**config.mk**
```make
export PLATFORM = sky130hd
export DESIGN_NAME = frame_timing_monitor_flat
export DESIGN_NICKNAME = d
export VERILOG_FILES = /design/src/rtl/frame_timing_monitor_if.sv /design/src/rtl/frame_timing_monitor.sv /design/src/flat_wrapper.sv
export SDC_FILE = /design/constraint.sdc
export NUM_CORES = 1
export LEC_CHECK = 0
export BUFFER_PORTS_ARGS = -buffer_cell sky130_fd_sc_hd__buf_2
export CORE_MARGIN = 1
export CORE_UTILIZATION = 25
export CTS_CLUSTER_DIAMETER = 40
export DETAILED_ROUTE_END_ITERATION = 16
export PLACE_DENSITY = 0.38
export SETUP_SLACK_MARGIN = 0.1
export SYNTH_ARGS = -nofsm -noshare
export SYNTH_HDL_FRONTEND = slang
export SYNTH_SLANG_ARGS = --single-unit
```
**constraint.sdc**
```tcl
create_clock -name clk_in -period 14.7 [get_ports clk_in]
set_input_delay 0 -clock clk_in [delete_from_list [all_inputs] [get_ports clk_in]]
set_output_delay 0 -clock clk_in [all_outputs]
set_load 0.01 [all_outputs]
```
**src/rtl/frame_timing_monitor_if.sv**
```systemverilog
// Video timing bundle: raw capture qualifiers in, measured timing and status out.
interface frame_timing_monitor_if #(
   parameter int TIMER_BITS = 32
);
   logic                  dvalid;
   logic                  lvalid;
   logic                  fvalid;
   logic [TIMER_BITS-1:0] hsize;
   logic [TIMER_BITS-1:0] vsize;
   logic [TIMER_BITS-1:0] hblank;
   logic [TIMER_BITS-1:0] vblank;
   logic [TIMER_BITS-1:0] frame_period;
   logic [15:0]           frame_cnt;
   logic                  meas_valid;
   logic                  line_err;
   logic                  locked;
   logic                  update;
   logic                  changed;
   logic                  lost;

   // Video source side: drives qualifiers, observes results
   modport master (
      output dvalid, lvalid, fvalid,
      input  hsize, vsize, hblank, vblank, frame_period, frame_cnt,
      input  meas_valid, line_err, locked, update, changed, lost
   );

   // Monitor side
   modport slave (
      input  dvalid, lvalid, fvalid,
      output hsize, vsize, hblank, vblank, frame_period, frame_cnt,
      output meas_valid, line_err, locked, update, changed, lost
   );
endinterface

```
**src/rtl/frame_timing_monitor.sv**
```systemverilog
// Frame timing monitor: measures line/frame geometry, blanking and period from
// dvalid/lvalid/fvalid, publishes one measurement per frame at the following
// frame start, qualifies lock over STABLE_FRAMES identical clean frames and
// flags loss of signal when no frame start arrives within TIMEOUT cycles.
module frame_timing_monitor #(
   parameter int TIMER_BITS    = 32,
   parameter int STABLE_FRAMES = 3,
   parameter int TIMEOUT       = 2**24
) (
   input  logic                  clk_in,
   input  logic                  reset,
   frame_timing_monitor_if.slave mon
);
   localparam int TMO_W = $clog2(TIMEOUT + 1);
   localparam int STB_W = 4;

   typedef logic [TIMER_BITS-1:0] cnt_t;
   typedef enum logic {ARM, MEASURE} state_t;

   function automatic cnt_t sat_inc(input cnt_t v);
      return (v == '1) ? v : v + cnt_t'(1);
   endfunction

   logic dv_r_q, lv_r_q, fv_r_q, lv_d_q, fv_d_q;
   logic fstart, lstart, lend, pix_en, hb_en, publish, expire, diff;

   state_t     state_q, state_d;
   cnt_t       pix_q, pix_d, hb_q, hb_d, vb_q, vb_d, per_q, per_d, lines_q, lines_d;
   cnt_t       hsize_cur_q, hsize_cur_d, hblank_cur_q, hblank_cur_d;
   logic       err_q, err_d, line_seen_q, line_seen_d, fstart_d_q, fstart_d_d;
   logic [TMO_W-1:0] tmo_q, tmo_d;
   logic [STB_W-1:0] stable_q, stable_d;
   cnt_t       hsize_q, hsize_d, vsize_q, vsize_d, hblank_q, hblank_d;
   cnt_t       vblank_q, vblank_d, frame_period_q, frame_period_d;
   logic [15:0] frame_cnt_q, frame_cnt_d;
   logic       meas_valid_q, meas_valid_d, line_err_q, line_err_d, locked_q, locked_d;
   logic       update_q, update_d, changed_q, changed_d, lost_q, lost_d;

   // Input sampling plus one extra stage for edge detection
   always_ff @(posedge clk_in or posedge reset) begin
      if (reset) begin
         dv_r_q <= 1'b0;
         lv_r_q <= 1'b0;
         fv_r_q <= 1'b0;
         lv_d_q <= 1'b0;
         fv_d_q <= 1'b0;
      end else begin
         dv_r_q <= mon.dvalid;
         lv_r_q <= mon.lvalid;
         fv_r_q <= mon.fvalid;
         lv_d_q <= lv_r_q;
         fv_d_q <= fv_r_q;
      end
   end

   assign fstart  = fv_r_q & ~fv_d_q;
   assign lstart  = lv_r_q & ~lv_d_q;
   // a line ending together with fvalid still belongs to the ending frame
   assign lend    = ~lv_r_q & lv_d_q & fv_d_q;
   assign pix_en  = dv_r_q & lv_r_q & fv_r_q;
   // horizontal blanking only counts once the frame has produced a line
   assign hb_en   = fv_r_q & ~lv_r_q & (line_seen_q | lend);
   assign expire  = (tmo_q == TMO_W'(TIMEOUT - 1));
   assign publish = fstart & (state_q == MEASURE) & ~expire;
   assign diff    = (hsize_cur_q != hsize_q) | (lines_q != vsize_q) |
                    (hblank_cur_q != hblank_q) | (vb_q != vblank_q) |
                    (per_q != frame_period_q);

   // Measurement counters, publish, lock qualification and timeout FSM
   always_comb begin
      state_d        = state_q;
      pix_d          = pix_q;
      hb_d           = hb_q;
      vb_d           = vb_q;
      per_d          = sat_inc(per_q);
      lines_d        = lines_q;
      hsize_cur_d    = hsize_cur_q;
      hblank_cur_d   = hblank_cur_q;
      err_d          = err_q;
      line_seen_d    = line_seen_q;
      fstart_d_d     = fstart;
      tmo_d          = tmo_q;
      stable_d       = stable_q;
      hsize_d        = hsize_q;
      vsize_d        = vsize_q;
      hblank_d       = hblank_q;
      vblank_d       = vblank_q;
      frame_period_d = frame_period_q;
      frame_cnt_d    = frame_cnt_q;
      meas_valid_d   = meas_valid_q;
      line_err_d     = line_err_q;
      locked_d       = locked_q;
      update_d       = 1'b0;
      changed_d      = 1'b0;
      lost_d         = 1'b0;

      if (lstart)      pix_d = pix_en ? cnt_t'(1) : '0;
      else if (pix_en) pix_d = sat_inc(pix_q);

      if (lstart) begin
         if (line_seen_q && !fstart) hblank_cur_d = hb_q;
         hb_d = '0;
      end else if (fstart) begin
         hb_d = '0;
      end else if (hb_en) begin
         hb_d = sat_inc(hb_q);
      end

      if (fstart_d_q)   vb_d = '0;
      else if (!fv_r_q) vb_d = sat_inc(vb_q);

      if (fstart) per_d = cnt_t'(1);

      if (fstart)                        tmo_d = '0;
      else if (tmo_q != TMO_W'(TIMEOUT)) tmo_d = tmo_q + TMO_W'(1);

      if (lend && !fstart) begin
         lines_d     = sat_inc(lines_q);
         line_seen_d = 1'b1;
         if (!line_seen_q)         hsize_cur_d = pix_q;
         else if (pix_q != hsize_cur_q) err_d = 1'b1;
      end

      if (publish) begin
         hsize_d        = hsize_cur_q;
         vsize_d        = lines_q;
         hblank_d       = hblank_cur_q;
         vblank_d       = vb_q;
         frame_period_d = per_q;
         line_err_d     = err_q;
         meas_valid_d   = 1'b1;
         update_d       = 1'b1;
         frame_cnt_d    = frame_cnt_q + 16'd1;
         changed_d      = meas_valid_q & diff;
         if (changed_d || err_q)                     stable_d = '0;
         else if (stable_q != STB_W'(STABLE_FRAMES)) stable_d = stable_q + STB_W'(1);
         locked_d       = (stable_d == STB_W'(STABLE_FRAMES));
      end

      // new frame: per-frame accumulators restart (ARM and MEASURE alike)
      if (fstart) begin
         state_d      = MEASURE;
         lines_d      = '0;
         err_d        = 1'b0;
         line_seen_d  = 1'b0;
         hblank_cur_d = '0;
      end

      // loss of signal: status drops, last measurement values are kept
      if (expire) begin
         state_d      = ARM;
         lost_d       = 1'b1;
         meas_valid_d = 1'b0;
         locked_d     = 1'b0;
         frame_cnt_d  = '0;
         stable_d     = '0;
      end
   end

   // State and measurement registers
   always_ff @(posedge clk_in or posedge reset) begin
      if (reset) begin
         state_q        <= ARM;
         pix_q          <= '0;
         hb_q           <= '0;
         vb_q           <= '0;
         per_q          <= '0;
         lines_q        <= '0;
         hsize_cur_q    <= '0;
         hblank_cur_q   <= '0;
         err_q          <= 1'b0;
         line_seen_q    <= 1'b0;
         fstart_d_q     <= 1'b0;
         tmo_q          <= '0;
         stable_q       <= '0;
         hsize_q        <= '0;
         vsize_q        <= '0;
         hblank_q       <= '0;
         vblank_q       <= '0;
         frame_period_q <= '0;
         frame_cnt_q    <= '0;
         meas_valid_q   <= 1'b0;
         line_err_q     <= 1'b0;
         locked_q       <= 1'b0;
         update_q       <= 1'b0;
         changed_q      <= 1'b0;
         lost_q         <= 1'b0;
      end else begin
         state_q        <= state_d;
         pix_q          <= pix_d;
         hb_q           <= hb_d;
         vb_q           <= vb_d;
         per_q          <= per_d;
         lines_q        <= lines_d;
         hsize_cur_q    <= hsize_cur_d;
         hblank_cur_q   <= hblank_cur_d;
         err_q          <= err_d;
         line_seen_q    <= line_seen_d;
         fstart_d_q     <= fstart_d_d;
         tmo_q          <= tmo_d;
         stable_q       <= stable_d;
         hsize_q        <= hsize_d;
         vsize_q        <= vsize_d;
         hblank_q       <= hblank_d;
         vblank_q       <= vblank_d;
         frame_period_q <= frame_period_d;
         frame_cnt_q    <= frame_cnt_d;
         meas_valid_q   <= meas_valid_d;
         line_err_q     <= line_err_d;
         locked_q       <= locked_d;
         update_q       <= update_d;
         changed_q      <= changed_d;
         lost_q         <= lost_d;
      end
   end

   assign mon.hsize        = hsize_q;
   assign mon.vsize        = vsize_q;
   assign mon.hblank       = hblank_q;
   assign mon.vblank       = vblank_q;
   assign mon.frame_period = frame_period_q;
   assign mon.frame_cnt    = frame_cnt_q;
   assign mon.meas_valid   = meas_valid_q;
   assign mon.line_err     = line_err_q;
   assign mon.locked       = locked_q;
   assign mon.update       = update_q;
   assign mon.changed      = changed_q;
   assign mon.lost         = lost_q;
endmodule

```
**src/flat_wrapper.sv**
```systemverilog
// flat-port wrapper written by rule: the top's interface ports become plain ports
module frame_timing_monitor_flat 
#(
   parameter int TIMER_BITS    = 32,
   parameter int STABLE_FRAMES = 3,
   parameter int TIMEOUT       = 2**24
)
  (clk_in, reset, mon_dvalid, mon_lvalid, mon_fvalid, mon_hsize, mon_vsize, mon_hblank, mon_vblank, mon_frame_period, mon_frame_cnt, mon_meas_valid, mon_line_err, mon_locked, mon_update, mon_changed, mon_lost);
  frame_timing_monitor_if #(.TIMER_BITS(TIMER_BITS)) mon_i ();
  input  logic clk_in;
  input  logic reset;
  input wire logic [$bits(mon_i.dvalid)-1:0] mon_dvalid;
  input wire logic [$bits(mon_i.lvalid)-1:0] mon_lvalid;
  input wire logic [$bits(mon_i.fvalid)-1:0] mon_fvalid;
  output wire logic [$bits(mon_i.hsize)-1:0] mon_hsize;
  output wire logic [$bits(mon_i.vsize)-1:0] mon_vsize;
  output wire logic [$bits(mon_i.hblank)-1:0] mon_hblank;
  output wire logic [$bits(mon_i.vblank)-1:0] mon_vblank;
  output wire logic [$bits(mon_i.frame_period)-1:0] mon_frame_period;
  output wire logic [$bits(mon_i.frame_cnt)-1:0] mon_frame_cnt;
  output wire logic [$bits(mon_i.meas_valid)-1:0] mon_meas_valid;
  output wire logic [$bits(mon_i.line_err)-1:0] mon_line_err;
  output wire logic [$bits(mon_i.locked)-1:0] mon_locked;
  output wire logic [$bits(mon_i.update)-1:0] mon_update;
  output wire logic [$bits(mon_i.changed)-1:0] mon_changed;
  output wire logic [$bits(mon_i.lost)-1:0] mon_lost;
  assign mon_i.dvalid = mon_dvalid;
  assign mon_i.lvalid = mon_lvalid;
  assign mon_i.fvalid = mon_fvalid;
  assign mon_hsize = mon_i.hsize;
  assign mon_vsize = mon_i.vsize;
  assign mon_hblank = mon_i.hblank;
  assign mon_vblank = mon_i.vblank;
  assign mon_frame_period = mon_i.frame_period;
  assign mon_frame_cnt = mon_i.frame_cnt;
  assign mon_meas_valid = mon_i.meas_valid;
  assign mon_line_err = mon_i.line_err;
  assign mon_locked = mon_i.locked;
  assign mon_update = mon_i.update;
  assign mon_changed = mon_i.changed;
  assign mon_lost = mon_i.lost;
  frame_timing_monitor #(.TIMER_BITS(TIMER_BITS), .STABLE_FRAMES(STABLE_FRAMES), .TIMEOUT(TIMEOUT)) u_core (.clk_in(clk_in), .reset(reset), .mon(mon_i));
endmodule
```
Yosys cells after proc, flatten, opt, wreduce, memory -nomap -nowiden:

Cells that the tools add are included.

* $add $sub $neg: 8
* equality and inequality tests: 21
* multiplexer cells: 43
* bitwise logic cells: 21
* reductions and logical operators: 21

Operators by type and width (number)
* 32-bit 2-to-1 mux: 18
* 32-bit inequality test: 6
* 32-bit by 1-bit adder with 32-bit output, second input constant: 5
* 32-bit == test, second input constant: 5
* 25-bit 2-to-1 mux: 2
* 16-bit 2-to-1 mux: 2
* 25-bit by 1-bit adder with 25-bit output, second input constant: 1
* 25-bit by 24-bit == test with 1-bit output, second input constant: 1
* 25-bit inequality test, second input constant: 1
* 4-bit 2-to-1 mux: 5
* 2-bit nonzero test: 9
* 16-bit by 1-bit adder with 16-bit output, second input constant: 1
* 1-bit 2-to-1 mux: 16
* 2-bit AND reduction: 6
* 1-bit bitwise AND: 11
* 2-bit by 1-bit inequality test with 1-bit output, second input constant: 4
* 1-bit NOT: 5
* 1-bit bitwise OR: 5
* 4-bit by 1-bit adder with 4-bit output, second input constant: 1
* 4-bit by 2-bit == test with 1-bit output, second input constant: 1
* 4-bit by 2-bit inequality test with 1-bit output, second input constant: 1
* 3-bit by 1-bit inequality test with 1-bit output, second input constant: 1
* 3-bit AND reduction: 1
* 3-bit nonzero test: 1
* 4 further kinds: 5

* register bits: 444
* input bits: 5

Longest topological paths before layout:

Gate-level depths: netlist (run 1).

* depth in word-level cells: 12
* mapped depth: 10

Worst setup path before layout (run 1):

Ideal clock, no wire load.

* kind: register -> register
* from: register u_core.per_q[0]
* to: register u_core.per_q[17]
* arrival: 2155 ps
* required time: 14622 ps
* path slack: 12467 ps
* stages on the path, launching flop included: 10
* period minus slack after synthesis: 2233 ps
* path through: dfrtp_1 -> ha_1 -> nand2_1 -> nor4_1 -> and4b_1 -> clkbuf_1 -> or4_1 -> buf_2 -> or3_1 -> a21oi_1

* longest elaborated chain between the ends: 3

RTL lines
* start, declared: RTL line frame_timing_monitor.sv:28 `cnt_t pix_q, pix_d, hb_q, hb_d, vb_q, vb_d, per_q, per_d, lines_q, lines_d;`
* start signal, assigned: RTL line frame_timing_monitor.sv:193 `per_q <= per_d;`
* 32-bit by 1-bit adder with 32-bit output: RTL line frame_timing_monitor.sv:21 `return (v == '1) ? v : v + cnt_t'(1);`
* 32-bit 2-to-1 mux: RTL line frame_timing_monitor.sv:21
* 32-bit 2-to-1 mux: RTL line frame_timing_monitor.sv:112 `if (fstart) per_d = cnt_t'(1);`

Several ways; a longest one is shown, not always the timed one. The select of a mux whose other input is x is not followed.
A chain may end at the register's enable or synchronous reset.

Worst setup path in the final report (run 1):

* from: register u_core.fv_r_q
* to: register u_core.frame_period_q[12] (netlist: u_core.mon.frame_period[12])

* longest elaborated chain between the ends: 3

RTL lines
* start, declared: RTL line frame_timing_monitor.sv:24 `logic dv_r_q, lv_r_q, fv_r_q, lv_d_q, fv_d_q;`
* start signal, assigned: RTL line frame_timing_monitor.sv:50 `fv_r_q <= mon.fvalid;`
* 1-bit bitwise AND: RTL line frame_timing_monitor.sv:56 `assign fstart = fv_r_q & ~fv_d_q;`
* 1-bit bitwise AND (2 in series): RTL line frame_timing_monitor.sv:64 `assign publish = fstart & (state_q == MEASURE) & ~expire;`
* end signal, assigned: RTL line frame_timing_monitor.sv:206 `frame_period_q <= frame_period_d;`
* end, declared: RTL line frame_timing_monitor.sv:34 `cnt_t vblank_q, vblank_d, frame_period_q, frame_period_d;`

No other way between the ends.

==> run metrics, run 1 <==
post-route antenna net violation count=0; Design Area, Final=about 28000 sq um; Clock Sinks=444; register bit total from synthesis=444; Seq/Total Area, Yosys=between 50% and 60%; Post-Route Utilization=32.2%; average wire per standard cell=20.7 um; Worst Skew=0.0297 ns; GR Util All Layers=15.8%; H-Tree Depth=3; largest net degree at the start of global routing=123; Req. time, crit path=15.22 ns; setup bufs post-CTS=0; Hold Crit Class=input port to flip-flop; number of global-route vias before repair=15400; Nets=2162; post-layout min period=3.57 ns; DR vias=15300; TritonCTS Buffers=102; TritonCTS clock tree=done; hpwl dp=50.6 mm; Least-Margin Pin Slew=approximately 1.2 ns; Remaining DRCs=0; Slew headroom=between 10% and 20%; fraction of registers with async set/reset=100%; critical setup path kind=flip-flop to flip-flop; Pwr per Cell Area=144 nW/um^2; Initial Util=between 20% and 30%; ranking of synthesized cells by area=dfrtp_1 (51%), xor2_1 (8.4%), mux2_4 (8.3%); grt ovf=0; CP startpoint kind=flip-flop; FP Rows=approximately 110; RSZ-0062 raised after global routing=no; YS warnings=0; clock latency at the later pin of the worst-skew pair=0.65 ns; Slew Limit Fails=0; status=completed; die height=297 um; DR vias/cell=4.53; share of layout cells above drive strength 1=26.5%; cell leakage power=~0.013 uW; # placed instances=roughly 3200; Worst VDD drop=roughly 110 uV; Cells after Synth=1923; Syn Nets=1937; Final period util=24.3%; first-pass GRT wire length=105 mm; Avg Cell Area, Syn=11.3 sq um; Initial DRC Count=839; clock buffer depth=3; port buffer count=186; GP Congestion=0.804; Synth-to-Final Area Change=26.8%; count of distinct cell types in the synthesized netlist=62; FF-to-FF setup slack=11.13 ns; Mapped Area=21800 sq um; f_max=0.280 GHz; Die Span X=297 um; TritonRoute pass-1 iters=5; initial antenna violation count=2; TNS Setup=0 ns; CP endpoint kind=flip-flop; Worst-path clk slew=around 0.040 ns; DIE AREA=between 80000 and 90000 sq um; Crit Path Max Fanout=117; IO Pins=187; Yosys top cell by area=dfrtp_1; Synth top area share=approximately 51%; Cell Count, Final, Fillers Out=~3400; Synth Flop Type=dfrtp_1; Core Area=~86000 sq um; final hold viol count=0; Root Driver=clkbuf_16; Max Cap Viol=0; Post-synth EDFFs=0; Placement Cell Area=roughly 24000 sq um; Setup violations, final=0; final WL=69.9 mm; crit path DAT=between 4 and 5 ns; hold_ws=0.0858 ns
## cells by family (layout without fill, tap and decap cells)
kind of cell	count (synthesis)	after routing	share of synthesized area [%]
fa+ha+maj	9	9	0.517
other cells	0	1	0
compound gates	146	146	4.43
mux	193	193	12.0
simple gates	657	657	15.5
xor+xnor	342	342	13.7
buf+inv	132	442	2.84
flops	444	444	51.0
## worst max-delay path, cell delays in order, from the launching register on
cell and delay (ns):
dfrtp_1 0.61, nand2b_1 0.24, inv_2 0.14, nand2_1 0.19
nor2_4 0.14, buf_4 0.74, buf_12 0.58, mux2_2 0.42
## cell usage after synthesis (4+ instances only)
cell type  instances
nor4_1            55
o211ai_1           4
nand3_1           66
clkbuf_1          57
nor3_1            30
buf_2              8
a21o_1             4
a21oi_1           37
mux2i_1            4
buf_1              6
dfrtp_1          444
or3_1             34
ha_1               9
or2_2              5
nand2b_1           9
inv_1             42
nand4_1           75
a22o_1            34
mux2_2            69
mux2_4           120
or4_1              4
nor2b_1            7
o21ai_0           40
and4_1            20
nor2_1           211
xor2_1           210
buf_6             13
nand2_1           93
xnor2_1          132
and3_1            29
## final cells by class
type	instances	area, sq um
clock buffers	137	2930
inverters	42	165
fillers	8703	58200
multi-input cells	1347	10100
clock inverters	52	769
well taps	1144	1430
repair buffers	211	1150
diodes	1	2.50
flip-flops and latches	444	11100
## per-stage QoR
| stage | total power [uW] | worst slack [ns] |
|---|---|---|
| after global routing | 4140 | 10.95 |
| after detailed placement | 1580 | 11.11 |
| after CTS | 4040 | 11.09 |
| after global placement | 1580 | 11.10 |
| final | 3980 | 11.13 |
| after floorplan | 1480 | 2.33 |
## power breakdown
| part | internal, uW | switching [uW] |
|---|---|---|
| clock | 1670 | 752 |
| combinational | 88.7 | 154 |
| sequential | 1260 | 56.1 |
| total | 3020 | 962 |
## timing repair
item	CTS	global route
hold endpoints to repair	122	0
resized for setup	0	0
hold buffers	6	0
## path summary, 6_finish.rpt
| check | start | to | cells after the start |
|---|---|---|---|
| min in group asynchronous | reset | u_core.tmo_q[10] | 3 |
| hold / removal | mon_lvalid | u_core.lv_r_q | 2 |
| setup / recovery | u_core.fv_r_q | u_core.mon.frame_period[12] | 7 |
| max in group asynchronous | reset | u_core.mon.vsize[0] | 5 |
| hold reg to reg | u_core.lv_r_q | u_core.lv_d_q | 0 |
| setup reg to reg | u_core.fv_r_q | u_core.mon.frame_period[12] | 7 |
## per-layer routing
| layer | global-route usage [%] | vias up | routed length (um) |
|---|---|---|---|
| met5 | 0 | - | 9 |
| met4 | 5.29 | 2 | 1940 |
| met3 | 4.18 | 94 | 3750 |
| met2 | 23.9 | 323 | 31000 |
| met1 | 21.8 | 7675 | 33200 |
| li1 | - | 7194 | - |
## placed cells by master (no fill, tap or decap), types with 18 or more instances in the layout
master,instances
a21oi_1,36
a22o_1,34
and3_1,29
and4_1,20
buf_2,186
buf_4,18
clkbuf_16,104
clkbuf_8,20
dfrtp_1,444
inv_1,40
mux2_2,69
mux2_4,120
nand2_1,93
nand3_1,66
nand4_1,75
nor2_1,210
nor3_1,30
nor4_1,55
o21ai_0,40
or3_1,34
xnor2_1,132
xor2_1,210
Power figures use the tool's default switching activity.
==> inputs of run 2 (changes only) <==
Clock period 14.7 ns to 3.4 ns, I/O delays scaled along.
==> run metrics, run 2 (synthesis results as in run 1) <==
CP startpoint kind=flip-flop; final WL=72.9 mm; Worst Reg2Reg Path Length in Cells=7; Initial Util=25.4%; port buffer count=approximately 190; post-route antenna net violation count=0; TritonCTS clock tree=done; critical setup path kind=flip-flop to flip-flop; RSZ-0062 raised after global routing=no; FF-to-FF setup slack=0.24 ns; status=completed; Die Span X=297 um; H-Tree Depth=3; Bufs and invs on worst path=0; setup ws final=roughly 0.24 ns; commonest cells after routing, fill and taps aside=dfrtp_1 (444), nor2_1 (210), xor2_1 (210), buf_2 (186), xnor2_1 (131); grt ovf=0; Core Area=85800 sq um; post-layout min period=roughly 3.2 ns; largest net degree at the start of global routing=just over 90; crit-path leading delay family=simple AND/OR/NAND/NOR gates; GRT Max-Usage Layer=met2; Hold Crit Class=input port to flip-flop; met3 Usage GRT=between 3 and 4%; crit-path cells=xnor2_2, nand4_1, or4_1, nor4_2, nand4_1, a221oi_1, a21o_1; FP Rows=107; M2 GR Usage=25.9%; Worst VDD drop=roughly 400 uV; Crit path top cell by count=nand4_1; Synth-to-Final Area Change=28.3%; slowest CP cell=or4_1; Max Cap Viol=0; CP endpoint kind=flip-flop; Crit path largest cell delay=0.54 ns; IO Pins=about 190; CP Depth=7; die height=297 um; clock buffer depth=3; Crit Path Max Fanout=5; first-pass GRT wire length=between 100 and 150 mm; Root Driver=clkbuf_16; Crit. Startpoint=u_core.hblank_cur_q[7]; Reg2Reg Capture Point=u_core.stable_q[0]; clock latency at the later pin of the worst-skew pair=approximately 0.66 ns; crit path DAT=3.74 ns; Slew Limit Fails=0; Clock Sinks=444; worst setup path end=u_core.stable_q[0]; Nets=~2200; Pwr per Cell Area=~610 nW/um^2; Least-Margin Pin Slew=1.23 ns; setup bufs post-CTS=0; RR Startpoint=u_core.hblank_cur_q[7]; routing usage on met1=22.6%; GR Util All Layers=16.5%; ant diodes=0; f_max=between 0.3 and 0.4 GHz; TritonCTS Buffers=~100; Worst Skew=0.0442 ns; DIE AREA=~88000 sq um; TritonRoute pass-1 iters=5; commonest non-fill, non-tap cell in the layout=dfrtp_1; Setup violations, final=0; number of global-route vias before repair=15900; hpwl dp=approximately 53 mm; DR vias/cell=~4.6; DP Worst Slack=-0.346 ns; Worst-path clk slew=0.05 ns; average wire per standard cell=21.4 um; DR vias=15600; GP Congestion=0.795; cell leakage power=around 0.014 uW; Remaining DRCs=0; hold_ws=about 0.077 ns; Final period util=93.1%; share of layout cells above drive strength 1=27.9%; Slew headroom=17.9%; Pwr Total=17000 uW; TNS Setup=0 ns; initial antenna violation count=5; Req. time, crit path=3.97 ns; Initial DRC Count=863; final hold viol count=0
[run 2: cell count changes in the layout (fill, tap and decap cells not counted), sizes merged]
cell,before,now
clkinv,17,29
bufinv,16,11
dlygate4sd3,6,5
clkinvlp,14,7
diode,1,0
buf,205,240
[run 2: final cells by class]
| cell class | count | area, sq um |
|---|---|---|
| clock inverters | 52 | 693 |
| fillers | 8725 | 57900 |
| well taps | 1144 | 1430 |
| flip-flops and latches | 444 | 11100 |
| multi-input cells | 1347 | 10100 |
| clock buffers | 137 | 2950 |
| inverters | 42 | 161 |
| repair buffers | 245 | 1500 |
[run 2: through the flow]
stage / cell area (sq um) / utilization [%] / std cells
detailed placement: 24200 / 28.2 / 3217
CTS: 28000 / 32.6 / 3411
global route: 28000 / 32.6 / 3411
floorplan: 21800 / - / 1923
global placement: 24200 / 28.2 / 3217
finish: 28000 / 32.6 / 3411
[run 2: worst min-delay path by stage]
stage	from	to	slack, ns	cells after the start
2_1_floorplan	mon_dvalid	u_core.dv_r_q	0.03	0
3_3_place_gp	mon_dvalid	u_core.dv_r_q	0.12	1
3_5_place_dp	mon_dvalid	u_core.dv_r_q	0.12	1
4_1_cts	mon_lvalid	u_core.lv_r_q	0.03	2
5_1_grt	mon_lvalid	u_core.lv_r_q	0.05	2
6_report	mon_lvalid	u_core.lv_r_q	0.08	2
[run 2: layer usage]
metal,vias up,routed length [um]
met5,-,0
met4,0,1460
met3,96,3570
met2,349,33700
met1,7901,34200
li1,7264,-
[run 2: report_power, final]
part	total [uW]	internal [uW]	leakage, uW	switching (uW)
clock	10200	6910	0.00178	3320
sequential	5690	5450	0.00614	241
combinational	1120	422	0.00574	694
[run 2: repair_timing]
action / 4_1_cts / 5_1_grt
setup endpoints to repair: 6 / 4
cloned: 0 / 0
endpoints found under the hold margin: 19 / 0
gates resized for setup: 3 / 1
hold buffers: 5 / 0
